### src/rtl/ga_crossover.sv
// ga_crossover: single-point crossover stage between parent selection and mutation.
//
// Accepts one parent pair per parents_valid/parents_ack handshake. At capture it
// samples rand_data as the crossover point, reduces that point modulo the active
// chromosome length, and then presents two children, one at a time, on a
// child_valid/child_ack handshake. It counts the children delivered in the current
// generation and pulses children_done_pls once cnfg_p children have gone out.
//
// Ports:
//   clk                clock
//   sw_rst             synchronous reset, active-high, highest priority
//   cnfg_p             children per generation (1..P_MAX)
//   cnfg_chrom_len     active chromosome length (2..CHROM_MAX_W)
//   cnfg_xover_en      0 = bypass, children are masked copies of the parents
//   new_gen_start_pls  clears the child counter; leaves the generation-done state
//   rand_data          random source, sampled when a pair is captured
//   parents_valid      parent pair available, held until parents_ack
//   parent1, parent2   parent chromosomes
//   parents_ack        one-cycle pulse: pair consumed
//   child_valid        child available, held until child_ack
//   child_chrom        child chromosome, stable while child_valid is high
//   child_ack          downstream accepts the child
//   children_done_pls  one-cycle pulse: cnfg_p children delivered
module ga_crossover #(
  parameter int unsigned CHROM_MAX_W = 128,
  parameter int unsigned LEN_W       = $clog2(CHROM_MAX_W + 1),
  parameter int unsigned RAND_W      = $clog2(CHROM_MAX_W) + 2,
  parameter int unsigned P_MAX       = 1024,
  parameter int unsigned P_MAX_W     = $clog2(P_MAX + 1)
) (
  input  logic                   clk,
  input  logic                   sw_rst,
  input  logic [P_MAX_W-1:0]     cnfg_p,
  input  logic [LEN_W-1:0]       cnfg_chrom_len,
  input  logic                   cnfg_xover_en,
  input  logic                   new_gen_start_pls,
  input  logic [RAND_W-1:0]      rand_data,
  input  logic                   parents_valid,
  input  logic [CHROM_MAX_W-1:0] parent1,
  input  logic [CHROM_MAX_W-1:0] parent2,
  output logic                   parents_ack,
  output logic                   child_valid,
  output logic [CHROM_MAX_W-1:0] child_chrom,
  input  logic                   child_ack,
  output logic                   children_done_pls
);

  typedef enum logic [2:0] {
    StIdle,
    StReduce,
    StChild1,
    StChild2,
    StGenDone
  } state_e;

  state_e                 state_q;
  logic [CHROM_MAX_W-1:0] p1_q;
  logic [CHROM_MAX_W-1:0] p2_q;
  logic [CHROM_MAX_W-1:0] child2_q;
  logic [RAND_W-1:0]      pt_q;
  logic [P_MAX_W-1:0]     cnt_q;

  logic [RAND_W-1:0]      len_ext;
  logic                   pt_ge_len;
  logic [CHROM_MAX_W-1:0] pt_mask;
  logic [CHROM_MAX_W-1:0] len_mask;
  logic [CHROM_MAX_W-1:0] child1_c;
  logic [CHROM_MAX_W-1:0] child2_c;
  logic [P_MAX_W-1:0]     cnt_inc;
  logic                   cnt_hit;

  // RAND_W always exceeds LEN_W, so the length zero-extends into the point width.
  assign len_ext   = {{(RAND_W - LEN_W){1'b0}}, cnfg_chrom_len};
  assign pt_ge_len = (pt_q >= len_ext);
  assign cnt_inc   = cnt_q + 1'b1;
  assign cnt_hit   = (cnt_inc == cnfg_p);

  // pt_mask selects bits below the crossover point, len_mask the active length.
  always_comb begin
    pt_mask  = '0;
    len_mask = '0;
    for (int i = 0; i < int'(CHROM_MAX_W); i++) begin
      pt_mask[i]  = (i < int'(pt_q));
      len_mask[i] = (i < int'(cnfg_chrom_len));
    end
  end

  always_comb begin
    child1_c = '0;
    child2_c = '0;
    if (cnfg_xover_en) begin
      child1_c = ((p1_q & pt_mask) | (p2_q & ~pt_mask)) & len_mask;
      child2_c = ((p2_q & pt_mask) | (p1_q & ~pt_mask)) & len_mask;
    end else begin
      child1_c = p1_q & len_mask;
      child2_c = p2_q & len_mask;
    end
  end

  always_ff @(posedge clk) begin
    if (sw_rst) begin
      state_q           <= StIdle;
      p1_q              <= '0;
      p2_q              <= '0;
      child2_q          <= '0;
      pt_q              <= '0;
      cnt_q             <= '0;
      parents_ack       <= 1'b0;
      child_valid       <= 1'b0;
      child_chrom       <= '0;
      children_done_pls <= 1'b0;
    end else begin
      parents_ack       <= 1'b0;
      children_done_pls <= 1'b0;
      case (state_q)
        StIdle: begin
          if (parents_valid) begin
            p1_q        <= parent1;
            p2_q        <= parent2;
            pt_q        <= rand_data;
            parents_ack <= 1'b1;
            state_q     <= StReduce;
          end
        end
        StReduce: begin
          // One subtraction per cycle keeps the datapath to a single comparator.
          if (pt_ge_len) begin
            pt_q <= pt_q - len_ext;
          end else begin
            child_chrom <= child1_c;
            child2_q    <= child2_c;
            child_valid <= 1'b1;
            state_q     <= StChild1;
          end
        end
        StChild1: begin
          if (child_ack) begin
            cnt_q <= cnt_inc;
            if (cnt_hit) begin
              // Odd generation size: the second child is discarded.
              child_valid       <= 1'b0;
              children_done_pls <= 1'b1;
              state_q           <= StGenDone;
            end else begin
              child_chrom <= child2_q;
              state_q     <= StChild2;
            end
          end
        end
        StChild2: begin
          if (child_ack) begin
            cnt_q       <= cnt_inc;
            child_valid <= 1'b0;
            if (cnt_hit) begin
              children_done_pls <= 1'b1;
              state_q           <= StGenDone;
            end else begin
              state_q <= StIdle;
            end
          end
        end
        StGenDone: begin
          if (new_gen_start_pls) begin
            state_q <= StIdle;
          end
        end
        default: state_q <= StIdle;
      endcase
      // A generation restart overrides any same-cycle count increment.
      if (new_gen_start_pls) begin
        cnt_q <= '0;
      end
    end
  end

endmodule

### config.mk
export PLATFORM = sky130hd
export DESIGN_NAME = ga_crossover
export DESIGN_NICKNAME = d
export VERILOG_FILES = /design/src/rtl/ga_crossover.sv
export SDC_FILE = /design/constraint.sdc
export NUM_CORES = 2
export LEC_CHECK = 0
export ABC_AREA = 1
export CORE_MARGIN = 5
export CORE_UTILIZATION = 35
export DETAILED_ROUTE_END_ITERATION = 8
export SETUP_SLACK_MARGIN = 0.02
export SLEW_MARGIN = 20
export SYNTH_ARGS = -nofsm -noshare
export SYNTH_HDL_FRONTEND = slang
export SYNTH_SLANG_ARGS = --single-unit
### constraint.sdc
create_clock -name clk -period 3 [get_ports clk]
set_clock_uncertainty 0.15 [all_clocks]
set_input_delay 0.6 -clock clk [delete_from_list [all_inputs] [get_ports clk]]
set_output_delay 0.6 -clock clk [all_outputs]
set_load 0.1 [all_outputs]
# [Word level (Yosys, flattened, before mapping)]
# Cells that the tools add are included.
[classes] n_addsub=2 magnitude_cmp=257 bitwise_logic=15 n_eq_ne=13 n_mux=24 reduce_logical=15
[ops] cell="128-bit AND" count=8
[ops] cell="128-bit 2-to-1 mux" count=5
[ops] cell="7-bit by 9-bit < comparator with 1-bit output (first input constant)" count=64
[ops] cell="7-bit by 8-bit < comparator with 1-bit output (first input constant)" count=64
[ops] cell="6-bit by 9-bit < comparator with 1-bit output (first input constant)" count=32
[ops] cell="6-bit by 8-bit < comparator with 1-bit output (first input constant)" count=32
[ops] cell="128-bit OR" count=2
[ops] cell="128-bit case mux with 2 select lines" count=1
[ops] cell="5-bit by 9-bit < comparator with 1-bit output (first input constant)" count=16
[ops] cell="5-bit by 8-bit < comparator with 1-bit output (first input constant)" count=16
[ops] cell="128-bit NOT" count=1
[ops] cell="4-bit by 9-bit < comparator with 1-bit output (first input constant)" count=8
[ops] cell="4-bit by 8-bit < comparator with 1-bit output (first input constant)" count=8
[ops] cell="3-bit by 9-bit < comparator with 1-bit output (first input constant)" count=4
[ops] cell="3-bit by 8-bit < comparator with 1-bit output (first input constant)" count=4
[ops] cell="3-bit 2-to-1 mux" count=7
[ops] cell="1-bit by 9-bit < comparator with 1-bit output (first input constant)" count=2
[ops] cell="2-bit by 9-bit < comparator with 1-bit output (first input constant)" count=2
[ops] cell="9-bit 2-to-1 mux" count=2
[ops] cell="9-bit case mux with 2 select lines" count=1
[ops] cell="1-bit by 8-bit < comparator with 1-bit output (first input constant)" count=2
[ops] cell="2-bit by 8-bit < comparator with 1-bit output (first input constant)" count=2
[ops] cell="2-bit inequality test (second input constant)" count=8
[ops] cell="3-bit case mux with 5 select lines" count=1
[ops] cell="other kinds (19)" count=34
[word_totals] elab_cells=336 inputBits=290 out_inout_bits=131 register_bits=538

# [Depth between registers and ports, before layout]
[logic_depth] ltp_word=8 depth_mapped=19 depth_no_buf=17

# [Least setup slack after synthesis]
# Ideal clock, no wire load.
[synth_path] path_type="in2reg" start="input port cnfg_chrom_len[3]" end="register child_chrom[40]" t_arrival_ns=2.725 required_time_ns=2.731 setup_ns=0.119 path_stages=15 n_path_buf=3 slack_ns=0.006 path_cell_list="buf_2 -> clkinv_1 -> ha_1 -> nand2_1 -> o21ai_0 -> nand2_1 -> nand4_1 -> nand2_1 -> nand4_1 -> nor2_4 -> buf_4 -> clkbuf_1 -> nand3_1 -> nand2_1 -> nor2_1"
[synth_between] elab_chain_len=5 word_cells_on_any_way=9 classes_between="2 x order compare; 1 x eq/ne; 3 x mux; 2 x bitwise; 1 x reduce/logical"
[synth_lines] element="start, declared" line_no="34" text="input logic [LEN_W-1:0] cnfg_chrom_len,"
[synth_lines] element="6-bit by 8-bit < comparator with 1-bit output" line_no="84" text="len_mask[i] = (i < int'(cnfg_chrom_len));"
[synth_lines] element="128-bit AND, on equally long branches" line_no="95, 92"
[synth_lines] element="128-bit 2-to-1 mux" line_no="91" text="if (cnfg_xover_en) begin"
[synth_lines] element="128-bit 2-to-1 mux" line_no="127" text="if (pt_ge_len) begin"
[synth_lines] element="128-bit case mux with 2 select lines" line_no="115" text="case (state_q)"
[synth_lines] element="end signal, assigned" line_no="130" text="child_chrom <= child1_c;"
[synth_lines] element="end signal, assigned" line_no="145" text="child_chrom <= child2_q;"
[synth_lines] element="end, declared" line_no="43" text="output logic [CHROM_MAX_W-1:0] child_chrom,"
# Several ways; a longest one is shown, not always the timed one. The select of a mux whose other input is x is not followed.
# A chain may end at the register's enable or synchronous reset.

# [Worst setup path in the final report]
[layout_path] start="input port cnfg_chrom_len[7]" end="register child_chrom[17]"
[layout_between] elab_chain_len=5 word_cells_on_any_way=9 classes_between="2 x order compare; 1 x eq/ne; 3 x mux; 2 x bitwise; 1 x reduce/logical"
[layout_lines] element="5-bit by 8-bit < comparator with 1-bit output" line_no="84"
[layout_lines] element="128-bit AND, on equally long branches" line_no="95, 92"
[layout_lines] element="128-bit 2-to-1 mux" line_no="91"
[layout_lines] element="128-bit 2-to-1 mux" line_no="127"
[layout_lines] element="128-bit case mux with 2 select lines" line_no="115"
# Several ways; a longest one is shown, not always the timed one. The select of a mux whose other input is x is not followed.

==> results.toml <==
[sta]
finalSetupViolCount = 0
finalCritPeriodShare_pct = 96.5
maxSlewHeadroom_pct = 48.8
final_max_slew_viol_count = 0
setup_slack_ns = 0.105
hold_viol_final = 0
fmax_ghz = 0.345
worst_pin_slew_ns = 0.759
layout_min_cycle_time_ns = 2.89
rsz0062_at_grt = "true"

[global_route]
grt_pass1_vias = 27300
grtUsageTotal_pct = 26.6
grt-ovfl-total = 0
antenna_found_initial = 9
grt_pass1_wl_mm = 170
grt_start_max_net_pins = 107

[logic_synthesis]
synth_edf_count = 0
synth_area_per_cell_um2 = 6.77
synth-seq-cells = 538
synth_common_cells = "714 x nand2_1, 627 x o21ai_0, 582 x a21oi_1"
synth_top_area_cell = "dfxtp_1"
syn_area_um2 = 27000
ys_async_sr_fraction_pct = 0
synth_most_common_cell = "nand2_1"
synth_top_area_share_pct = 39.9
synth_fp_nets = 4294
yosys-top-cells-area = "dfxtp_1 40%, o21ai_0 12%, a21oi_1 11%, nand2_1 9.9%, inv_1 6.0%"
yosysSeqAreaShare_pct = 39.9
syn_inst = 3994
synth_top_flop_cell = "dfxtp_1"
synth_cell_types = 48
yosysWarnings = 0

[place]
port_buffers = 420
dpl_cell_area_um2 = 34300
pre_cts_ws_ns = -0.527
gp_congestion = 0.959
post-place-cells = 5532
place_hpwl_mm = 87.3

[critical_path]
cp-end-kind = "flop"
r2r_start = "pt_q[2]"
r2r_setup_slack_ns = 0.14
setup.worst_path.start = "cnfg_chrom_len[7]"
r2r_end = "child_chrom[17]"
crit_arrival_ns = 3.27
r2r_cells = 14
required_ns = 3.37
worstSetupPathType = "input port to flop"
critical_path.max_fanout = 25
start_kind = "input port"

[detailed_routing]
post-route-drc-count = 0
dr.first_iter.drc_count = 2576
drtPass1Iterations = 6
drtAntennaViolNets = 0
num_vias = 29500
via_per_inst = 5.21
wl_mm = 117
wl_per_cell_um = 20.7

[pwr]
power_density_nw_per_um2 = 1260
p_leak_nw = 15.3
peakVddDrop_mv = 0.818

[worst_hold_path]
holdPathStages = 4
min_to = "child_chrom[113]"
min_from = "sw_rst"
hold_path.class = "input port to flop"

[final_layout]
area_growth_pct = 35.7
post-route-util_pct = 48.1
fin_nets = 4871
fin_cells = 5652
design_area_um2 = 36700
drive_gt1_share_pct = 14.6

[floorplan]
io_pins = 421
die_x_um = 288
start_util_pct = 35.5
die_area_um2 = 82900
fp.dieH_um = 288
rows = 101
core-area_um2 = 76200

[job]
drv_cap = 0

[clock_tree]
htreeDepth = 2
path_clk_slew_ns = 0.06
cts_root_buffer = "clkbuf_16"
insertion_delay_ns = 0.63
cts_tree = "done"
cts_max_path_buffers = 3
numCtsBuffers = 59
clock-sinks = 538

[run_status]
outcome = "completed"
[metrics by stage]
step | total power [mW] | hold WS [ns] | setup TNS [ns]
global route | 48.9 | 0.294 | -0.234
CTS | 45.6 | 0.263 | 0
floorplan | 28.8 | 0.274 | 0
global placement | 37.5 | 0.282 | -71.17
detailed placement | 37.7 | 0.286 | -77.33
finish | 46.3 | 0.288 | 0
[worst max-delay path, cell delays in order]
cell and delay [ns]:
clkdlybuf4s50_1 0.50, inv_1 0.06, ha_1 0.31, inv_1 0.15
nor2_1 0.06, a21oi_1 0.16, nand4_1 0.20, nand2_1 0.15
nand4_1 0.17, nor2_4 0.19, buf_12 0.13, buf_12 0.17
buf_12 0.18, nand3b_1 0.12, nand2_1 0.08, nor2_1 0.04
[routing by layer]
| metal | part of all wire, % | global-route usage [%] | vias up |
|---|---|---|---|
| met5 | 0.034 | 0 | - |
| met4 | 3.7 | 8.82 | 6 |
| met3 | 7.7 | 4.80 | 201 |
| met2 | 46 | 43.5 | 1086 |
| met1 | 43 | 35.5 | 13600 |
| li1 | - | - | 14500 |
[area by class of cell]
type,count,area [um2]
fill,7657,39500
multi-input combinational,2756,13600
sequential,538,10800
timing repair buffer,779,7270
clock buffer,89,1810
inverter,437,1650
tap,1030,1290
clock inverter,19,270
antenna,4,10.0
[power breakdown]
part	switching [mW]	internal [mW]	total [mW]	leakage, nW
logic	18.6	8.34	26.9	9.86
registers	1.64	9.90	11.5	4.42
clock network	3.11	4.73	7.84	1.04
[worst max path at each step]
stage                       to  slack, ns  cells after the start
2_1_floorplan  child_chrom[33]       0.04                     14
3_3_place_gp   child_chrom[50]      -0.48                     15
3_5_place_dp   child_chrom[50]      -0.53                     15
4_1_cts        child_chrom[58]       0.07                     10
5_1_grt        child_chrom[56]      -0.04                     16
6_report       child_chrom[17]       0.11                     16
[registers in the layout, summed over array words and instances, names as in the netlist]
signal / cells
child_chrom: 128
children_done_pls: 1
child_valid: 1
p2_q: 128
pt_q: 9
p1_q: 128
parents_ack: 1
cnt_q: 11
state_q: 3
child2_q: 128
[timing repair]
| action | 4_1_cts | 5_1_grt |
|---|---|---|
| hold buffers | 0 | 0 |
| setup endpoints to repair | 0 | 124 |
| buffers inserted | 0 | 4 |
| gates resized for setup | 0 | 27 |
[placed cells by master (no fill, tap or decap), types with 9 or more instances in the layout]
master,count
a211oi_1,27
a21oi_1,580
a21oi_2,42
a31oi_1,23
buf_12,47
buf_4,437
clkbuf_1,10
clkbuf_16,65
clkbuf_8,18
clkdlybuf4s50_1,288
clkinv_2,13
dfxtp_1,536
inv_1,428
nand2_1,711
nand3_1,111
nand3b_1,72
nand4_1,9
nor2_1,350
nor3_1,14
o2111ai_1,49
o211ai_1,57
o21ai_0,618
o21ai_1,14
[cells by family (layout without fill, tap and decap cells)]
| group | after synthesis | in the layout | synth area share, % |
|---|---|---|---|
| AOI/OAI and AO/OA | 1442 | 1442 | 29.2 |
| and+or+nand+nor | 1294 | 1294 | 19.9 |
| buffers and inverters | 700 | 1324 | 10.2 |
| DFF | 538 | 538 | 39.9 |
| adders and majority gates | 10 | 10 | 0.491 |
| xor gates and xnor gates | 7 | 7 | 0.278 |
| muxes | 3 | 3 | 0.111 |
| other | 0 | 4 | 0 |
(Power assumes the default switching activity.)
